## config.mk

```make
export PLATFORM = sky130hd
export DESIGN_NAME = mem_port_arbiter
export DESIGN_NICKNAME = d
export VERILOG_FILES = /design/src/rtl/mem_port_arbiter.sv
export SDC_FILE = /design/constraint.sdc
export NUM_CORES = 1
export LEC_CHECK = 0
export ABC_AREA = 1
export ABC_CLOCK_PERIOD_IN_PS = 5800
export CAP_MARGIN = 10
export CORE_MARGIN = 2
export CORE_UTILIZATION = 47
export CTS_CLUSTER_SIZE = 16
export DETAILED_ROUTE_END_ITERATION = 12
export GPL_ROUTABILITY_DRIVEN = 0
export HOLD_SLACK_MARGIN = 0.06
export PLACE_DENSITY = 0.88
export SYNTH_ARGS = -nofsm -noshare
export SYNTH_HDL_FRONTEND = slang
export SYNTH_SLANG_ARGS = --single-unit
```

## constraint.sdc

```tcl
create_clock -name clk -period 5.8 [get_ports clk]
set_clock_uncertainty 0.1 [all_clocks]
set_input_delay 0.58 -clock clk [delete_from_list [all_inputs] [get_ports clk]]
set_output_delay 0.58 -clock clk [all_outputs]
set_load 0.01 [all_outputs]
```

## src/rtl/mem_port_arbiter.sv

```systemverilog
// Arbitrates the single SPI memory controller between instruction fetch (IF) and load/store (LS).
// One cycle grant latency, done one cycle after mc_done; requests are held by their owners until done.
module mem_port_arbiter #(
    parameter int unsigned TIMEOUT_CYCLES = 4096
) (
    input  logic        clk,
    input  logic        rst,
    input  logic        if_req,
    input  logic [23:0] if_addr,
    output logic        if_done,
    output logic [31:0] if_rdata,
    input  logic        ls_req,
    input  logic        ls_write,
    input  logic [31:0] ls_addr,
    input  logic [2:0]  ls_nbytes,
    input  logic [31:0] ls_wdata,
    output logic        ls_done,
    output logic [31:0] ls_rdata,
    output logic        ls_err,
    output logic        if_err,
    output logic        mc_start,
    output logic [31:0] mc_addr,
    output logic [2:0]  mc_nbytes,
    output logic        mc_write,
    output logic [31:0] mc_wdata,
    output logic        mc_is_data,
    input  logic        mc_done,
    input  logic [31:0] mc_rdata,
    output logic        busy,
    output logic        grant_ls
);

    typedef enum logic [1:0] {
        S_IDLE,
        S_WAIT,
        S_RELEASE
    } state_t;

    state_t      state;
    logic [31:0] wait_cnt;
    logic        size_ok;
    logic        pick_ls;
    logic        timed_out;

    assign size_ok   = (ls_nbytes == 3'd1) || (ls_nbytes == 3'd2) || (ls_nbytes == 3'd4);
    // On a tie the port that did not own the last access wins.
    assign pick_ls   = ls_req && (!if_req || !grant_ls);
    assign timed_out = (TIMEOUT_CYCLES != 0) && (wait_cnt == TIMEOUT_CYCLES - 1);
    assign busy      = (state != S_IDLE);

    always_ff @(posedge clk or posedge rst) begin
        if (rst) begin
            state      <= S_IDLE;
            wait_cnt   <= '0;
            if_done    <= 1'b0;
            if_err     <= 1'b0;
            if_rdata   <= '0;
            ls_done    <= 1'b0;
            ls_err     <= 1'b0;
            ls_rdata   <= '0;
            mc_start   <= 1'b0;
            mc_addr    <= '0;
            mc_nbytes  <= '0;
            mc_write   <= 1'b0;
            mc_wdata   <= '0;
            mc_is_data <= 1'b0;
            grant_ls   <= 1'b0;
        end else begin
            if_done <= 1'b0;
            if_err  <= 1'b0;
            ls_done <= 1'b0;
            ls_err  <= 1'b0;
            case (state)
                S_IDLE: begin
                    if (if_req || ls_req) begin
                        grant_ls <= pick_ls;
                        wait_cnt <= '0;
                        if (pick_ls) begin
                            mc_addr    <= ls_addr;
                            mc_nbytes  <= ls_nbytes;
                            mc_write   <= ls_write;
                            mc_wdata   <= ls_wdata;
                            mc_is_data <= !ls_write;
                            if (size_ok) begin
                                mc_start <= 1'b1;
                                state    <= S_WAIT;
                            end else begin
                                ls_done  <= 1'b1;
                                ls_err   <= 1'b1;
                                ls_rdata <= '0;
                                state    <= S_RELEASE;
                            end
                        end else begin
                            mc_addr    <= {8'd0, if_addr};
                            mc_nbytes  <= 3'd4;
                            mc_write   <= 1'b0;
                            mc_wdata   <= '0;
                            mc_is_data <= 1'b0;
                            mc_start   <= 1'b1;
                            state      <= S_WAIT;
                        end
                    end
                end
                S_WAIT: begin
                    // A completion in the timeout cycle still counts as success.
                    if (mc_done) begin
                        mc_start <= 1'b0;
                        state    <= S_RELEASE;
                        if (grant_ls) begin
                            ls_rdata <= mc_rdata;
                            ls_done  <= 1'b1;
                        end else begin
                            if_rdata <= mc_rdata;
                            if_done  <= 1'b1;
                        end
                    end else if (timed_out) begin
                        mc_start <= 1'b0;
                        state    <= S_RELEASE;
                        if (grant_ls) begin
                            ls_rdata <= '0;
                            ls_done  <= 1'b1;
                            ls_err   <= 1'b1;
                        end else begin
                            if_rdata <= '0;
                            if_done  <= 1'b1;
                            if_err   <= 1'b1;
                        end
                    end else begin
                        wait_cnt <= wait_cnt + 32'd1;
                    end
                end
                S_RELEASE: begin
                    if (!mc_done) state <= S_IDLE;
                end
                default: state <= S_IDLE;
            endcase
        end
    end

endmodule
```

# Yosys cells after proc, flatten, opt, wreduce, memory -nomap -nowiden
# Cells that the tools add are included.
[totals] inputBits=129 ff_bits=173 word_cells=99 out_inout_bits=140
[classes] eq_ne=15 bitwise_logic=1 add_sub_neg=1 n_reduce_logical=18 mux=49
[ops] op="32-bit two-way mux" count=16
[ops] op="32-bit case mux with 2 select lines" count=2
[ops] op="32-bit by 1-bit adder with 32-bit output, second input constant" count=1
[ops] op="32-bit by 12-bit equality test with 1-bit output, second input constant" count=1
[ops] op="1-bit two-way mux" count=20
[ops] op="2-bit inequality test, second input constant" count=7
[ops] op="2-bit two-way mux" count=6
[ops] op="4-bit AND reduction" count=2
[ops] op="3-bit inequality test, second input constant" count=2
[ops] op="1-bit case mux with 2 select lines" count=3
[ops] op="2-bit case mux with 3 select lines" count=1
[ops] op="3-bit AND reduction" count=2
[ops] op="6-bit AND reduction" count=1
[ops] op="2-bit nonzero test" count=3
[ops] op="1-bit logical OR" count=4
[ops] op="3-bit by 1-bit equality test with 1-bit output, second input constant" count=1
[ops] op="3-bit by 2-bit equality test with 1-bit output, second input constant" count=1
[ops] op="3-bit equality test, second input constant" count=1
[ops] op="1-bit logical NOT" count=3
[ops] op="3-bit two-way mux" count=1
[ops] op="2-bit by 1-bit equality test with 1-bit output, second input constant" count=1
[ops] op="2-bit equality test, second input constant" count=1
[ops] op="2-bit logical NOT" count=1
[ops] op="2-bit AND reduction" count=1
[ops] op="other kinds (2)" count=2

# Longest topological paths before layout
# Gate-level depths: netlist (run 1).
[logic_depth] ltp_word=7 ltp_mapped=11 mapped_depth_nobuf=11

# Worst setup path after synthesis (run 1)
# No wires, ideal clock.
[synth_path] kind="input to register" start="in if_req" end="reg ls_rdata[10]" stages=9 t_required_ps=5583 slack_ps=4001 arrival_time_ps=1583 setup_ps=117 path_cell_list="nand2_1 -> nand2_2 -> inv_2 -> nand3_1 -> a22oi_4 -> nand2_2 -> buf_2 -> nand2_1 -> nand2_1"
[synth_between] elab_chain_cells=5 elab_cells_between_ends=7
[synth_rtl] element="from (decl)" line_no="8" source="input logic if_req,"
[synth_rtl] element="1-bit logical NOT" line_no="47" source="assign pick_ls = ls_req && (!if_req || !grant_ls);"
[synth_rtl] element="1-bit logical OR" line_no="47"
[synth_rtl] element="1-bit logical AND" line_no="47"
[synth_rtl] element="2-bit inequality test (no source line)"
[synth_rtl] element="6-bit AND reduction (no source line) (*)"
[synth_rtl] element="to (signal assigned)" line_no="110" source="ls_rdata <= mc_rdata;"
[synth_rtl] element="to (decl)" line_no="18" source="output logic [31:0] ls_rdata,"
# Mark *: on every way between the ends. The rest lies on a longest branch, timed or not.
# A chain may end at the register's enable or synchronous reset.

# Final worst setup path (run 1)
[layout_path] start="in ls_req" end="reg ls_rdata[28]"
[layout_between] elab_chain_cells=3 elab_cells_between_ends=5
[layout_rtl] element="from (decl)" line_no="12" source="input logic ls_req,"
[layout_rtl] element="1-bit logical AND or 1-bit logical OR (tied branches)" line_no="47, 75"
[layout_rtl] element="2-bit inequality test (no source line)"
[layout_rtl] element="6-bit AND reduction (no source line) (*)"
# Marks and branches as above.

==> results of run 1 <==
cell type report:
class / count / share of cell area (%)
clock buffers: 19 / 3.80
clock inverters: 12 / 1.14
inverters: 46 / 1.52
multi-input cells: 768 / 30.4
flip-flops and latches: 173 / 37.1
well taps: 225 / 2.42
repair buffers: 276 / 23.6
stage by stage:
step	utilization [%]	worst slack (ns)	total power, W	instances	instance area [um2]
6_report	67.4	2.18	0.00532	1519	11700
5_1_grt	67.4	1.91	0.00562	1519	11700
4_1_cts	67.3	2.24	0.00533	1518	11600
3_5_place_dp	63.9	1.81	0.00420	1487	11100
3_3_place_gp	63.9	1.97	0.00413	1487	11100
2_1_floorplan	-	0.432	0.00298	1047	8310
synth_stat cells (3+ instances only):
library cell  instances  share of area (%)
nor2_2                6               0.45
nand2_1             371                 17
nand2_2               5               0.38
nand3_1              84                5.1
nor2_1              145                6.6
a22o_1               41                4.3
buf_2                24                1.4
o21ai_1               4               0.24
dfrtp_1             173                 52
buf_6                 3               0.41
xnor2_1               5               0.53
o21ai_0              54                3.3
xor2_1                7               0.74
clkbuf_1             30                1.4
nand4_1              33                2.5
inv_1                43                1.9
worst paths after layout:
check                                 start      endpoint  slack, ns  depth (start not counted)
worst max-delay path                 ls_req  ls_rdata[28]       2.18                          8
worst min-delay path            if_rdata[7]   if_rdata[7]       0.37                          2
worst max register to register     grant_ls  ls_rdata[28]       2.36                          8
worst min register to register  if_rdata[7]   if_rdata[7]       0.37                          2
max in group asynchronous               rst   wait_cnt[7]       3.90                          3
min in group asynchronous               rst  mc_wdata[12]       0.43                          2
state kept, by name, indices dropped and copies added (netlist names):
signal	flops
ls_rdata	32
if_rdata	32
mc_write	1
grant_ls	1
ls_err	1
mc_addr	32
mc_is_data	1
ls_done	1
mc_start	1
wait_cnt	32
if_err	1
mc_wdata	32
mc_nbytes	3
state	2
if_done	1
where the power goes:
part | internal, W | switching [W] | total (W)
Combinational | 0.00107 | 0.00124 | 0.00231
Sequential | 0.00162 | 0.000269 | 0.00189
Clock | 0.000615 | 0.000501 | 0.00112
Total | 0.00331 | 0.00201 | 0.00532
per-layer routing:
layer,share of wire (%),up-vias
met5,0,-
met4,3.8,0
met3,8.7,68
met2,50,415
met1,37,3869
li1,-,3847
critical path, cell delays in order:
cell and delay, ns:
clkdlybuf4s50_1 0.57, nand2_2 0.32, inv_2 0.39, nand3_1 0.30, a22oi_4 0.78, nand2_2 0.61, nand2_1 0.20, nand2_1 0.07
layout by cell type, fill, tap and decap left out, types with 2 or more instances in the layout:
master           instances
a22o_1                  41
buf_4                    7
clkbuf_16               17
clkdlybuf4s50_1        267
clkinv_2                 2
clkinv_4                 2
dfrtp_1                173
inv_1                   42
inv_2                    2
inv_6                    3
inv_8                    3
nand2_1                370
nand2_2                  6
nand2_4                  2
nand3_1                 84
nand4_1                 33
nor2_1                 144
nor2_2                   7
nor2_4                   2
nor3_1                   2
o21ai_0                 54
o21ai_1                  3
xnor2_1                  5
xor2_1                   7
logic make-up (layout without fill, tap and decap cells):
kind of cell / Yosys count / in the layout
and+or+nand+nor: 653 / 653
adders and majority gates: 1 / 1
AOI/OAI and AO/OA: 102 / 102
buffers and inverters: 106 / 353
xor gates and xnor gates: 12 / 12
DFF: 173 / 173
==> metrics, run 1 <==
pins over their slew limit 0; worst hold margin 0.373 ns; vias 8199; max_cap viols 0; CTS Buffer Depth 2; die area 18800 um2; CP max FO 33; top achievable clock speed 276 MHz; Startpoint Class input port; Num CTS Buffers 17; Post-synth top flop dfrtp_1; Post-synth EDFFs 0; clk root buf clkbuf_16; Syn Std Cell Area 8310 um2; Worst-path clk slew 0.07 ns; Clock Sink Count 173; mean routed wirelength per cell 16.7 um; Least-Margin Pin Slew 1.08 ns; fillcell total 1376; number of global-route vias before repair 7970; area delta synth->final 40.3%; grt ovf 0; Yosys warnings 0; GRT Util Overall 27.0%; # rows 48; Fin. Hold Viols 0; WP data arrival 3.83 ns; Die Ht 137 um; final worst path period share 62.4%; CP required 6.01 ns; largest net degree at the start of global routing 77; pwr dens 456 nW/um2; asr flop ratio synth 100%; Synth Area in Simple Gates 32.8%; register area 4330 um2; Hold Crit Class reg2reg; Worst setup EP type register; Yosys cell types 30; adder-cell share of the synthesized area 0.151%; drt pass-1 iters 5; unrepaired setup endpoints after global routing no; layout cell share with drive strength beyond 1 4.87%; Detail Route Antenna Nets 0; antenna violations before repair 0; hold buffer count at CTS 0; crit path time final 3.62 ns; Core Area 17300 um2; Mapped Nets 1177; Setup CP Type in2reg; Seq/Total Area, Yosys 52.1%; largest family of logic cells by synthesized area simple AND/OR/NAND/NOR gates; Pleak 5.43 nW; most used routing layer met2; initial drt markers 597; IO Port Bufs 268; Worst-Skew Late Latency 0.43 ns; cell count after synthesis 1047; nets 1412; compound-gate portion of the synthesized area 8.21%; post-synthesis mux area share 0%; Via density 5.40; Starting Density 48.0%; H-Tree Depth 4; post-DP HPWL 18100 um; GR Util met3 6.52%; Final setup violation count 0; M1 GR Usage 32.2%; Synth Area per Inst 7.94 um2; final wirelength 25400 um; XOR/XNOR share of the synthesized area 1.27%; DRC errors left 0; I/O pin count 269; diode count 0; Final TNS setup 0 ns; post-cts resize count 0; Die Width 137 um; post-CTS setup buffer count 0; TritonCTS clock tree yes; Seq cells post-synth 173; area taken by multi-input logic gates 3540 um2; maximum VDD drop 0.000321 V; global-route wire length before repair 39800 um; max_slew headroom 27.5%; status finished, final reports clean; met2 Use GR 46.5%
Note: power is estimated with default switching activity, not from simulation.
==> inputs of run 2 (changes only) <==
--- a/config.mk
+++ b/config.mk
@@ -6,7 +6,7 @@
 export NUM_CORES = 1
 export LEC_CHECK = 0
 export ABC_AREA = 1
-export ABC_CLOCK_PERIOD_IN_PS = 5800
+export ABC_CLOCK_PERIOD_IN_PS = 3630
 export CAP_MARGIN = 10
 export CORE_MARGIN = 2
 export CORE_UTILIZATION = 47
==> constraint.sdc (replaced) <==
create_clock -name clk -period 3.63 [get_ports clk]
set_clock_uncertainty 0.1 [all_clocks]
set_input_delay 0.363 -clock clk [delete_from_list [all_inputs] [get_ports clk]]
set_output_delay 0.363 -clock clk [all_outputs]
set_load 0.01 [all_outputs]
==> metrics, run 2 (synthesized netlist as in run 1, its figures left out) <==
Pleak 5.47 nW; status finished, final reports clean; Buf+Inv Stages, Crit Path 2; final core utilization 67.9%; DRC errors left 0; register area 4330 um2; final worst path period share 79.3%; Final setup violation count 0; max_slew headroom 47.9%; CP cell instances inv_1 -> nand2_2 -> inv_1 -> nand2_1 -> a22oi_4 -> nand2_2 -> nand2_1 -> nand2_1; Final Power 0.00862 W; CP max-delay cell inv_1; drt pass-1 iters 5; H-Tree Depth 4; CP max FO 38; delay-heaviest family, CP simple AND/OR/NAND/NOR gates; CTS Buffer Depth 2; Via density 5.36; post-cts resize count 0; Final TNS setup 0 ns; maximum VDD drop 0.000437 V; die area 18800 um2; post-DP HPWL 18100 um; global-route wire length before repair 40200 um; nets 1418; pwr dens 735 nW/um2; Worst setup EP type register; # rows 48; mean routed wirelength per cell 16.8 um; WP data arrival 3.08 ns; GRT Util Overall 27.3%; most used cell, CP nand2_1; Least-Margin Pin Slew 0.782 ns; initial drt markers 535; Die Width 137 um; Hold Crit Class in2async; max_cap viols 0; Startpoint Class register; largest net degree at the start of global routing 80; most frequent cells in the layout nand2_1, clkdlybuf4s50_1, dfrtp_1; TritonCTS clock tree yes; Num CTS Buffers 17; grt ovf 0; commonest non-fill, non-tap cell in the layout nand2_1; Largest stage delay, worst path 0.60 ns; Clock Sink Count 173; pins over their slew limit 0; Fin. Hold Viols 0; area taken by multi-input logic gates 3540 um2; layout cell share with drive strength beyond 1 5.38%; clk root buf clkbuf_16; crit path time final 2.88 ns; Core Area 17300 um2; I/O pin count 269; IO Port Bufs 268; Die Ht 137 um; final wirelength 25600 um; vias 8184; Starting Density 48.0%; CP required 3.83 ns; Setup CP Type reg2reg; post-CTS setup buffer count 0; fillcell total 1349; Worst-path clk slew 0.07 ns; unrepaired setup endpoints after global routing no; area delta synth->final 41.3%; antenna violations before repair 1; Detail Route Antenna Nets 0; top achievable clock speed 347 MHz; Worst-Skew Late Latency 0.42 ns; number of global-route vias before repair 8052; hold buffer count at CTS 0
run 2: layout make-up:
type	instances	share of cell area (%)
inverter	46	1.50
clock inverter	14	1.47
sequential	173	36.9
multi-input combinational	768	30.2
clock buffer	18	3.66
antenna	1	0.0213
tap	225	2.40
timing repair buffer	282	23.9
run 2: report_power, final:
group          switching, W  internal, W  leakage, nW
Combinational       0.00198      0.00173         2.91
Clock              0.000829      0.00105        0.295
Sequential         0.000447      0.00260         2.27
Total               0.00325      0.00537         5.47
run 2: final timing paths:
kind	from	end	slack, ns	cells after the start
max	state[1]	ls_rdata[25]	0.75	8
min	rst	ls_rdata[16]	0.13	2
max reg2reg	state[1]	ls_rdata[25]	0.75	8
min reg2reg	if_rdata[17]	if_rdata[17]	0.37	2
max in group asynchronous	rst	mc_addr[12]	2.59	3
min in group clk	if_rdata[17]	if_rdata[17]	0.37	2
run 2: worst reg2reg max path: stages, from the launching register on:
cell     delay (ns)
dfrtp_1        0.41
inv_1          0.10
nand2_2        0.43
inv_1          0.61
nand2_1        0.18
a22oi_4        0.24
nand2_2        0.39
nand2_1        0.23
nand2_1        0.08
run 2: layer usage:
| layer | wire length [um] | up-vias | GRT usage (%) |
|---|---|---|---|
| met5 | 0 | - | 0 |
| met3 | 2090 | 57 | 6.70 |
| li1 | - | 3856 | - |
| met2 | 12700 | 373 | 46.8 |
| met1 | 9800 | 3898 | 32.5 |
| met4 | 971 | 0 | 12.3 |
run 2: stage by stage:
stage	hold WS [ns]	instance area, um2	std cells	setup slack (ns)
after floorplan	0.371	8310	1047	0.956
after global placement	0.356	11100	1494	0.885
after detailed placement	0.362	11100	1494	0.766
after CTS	0.123	11700	1526	0.770
after global routing	0.140	11700	1527	0.550
final	0.132	11700	1527	0.751
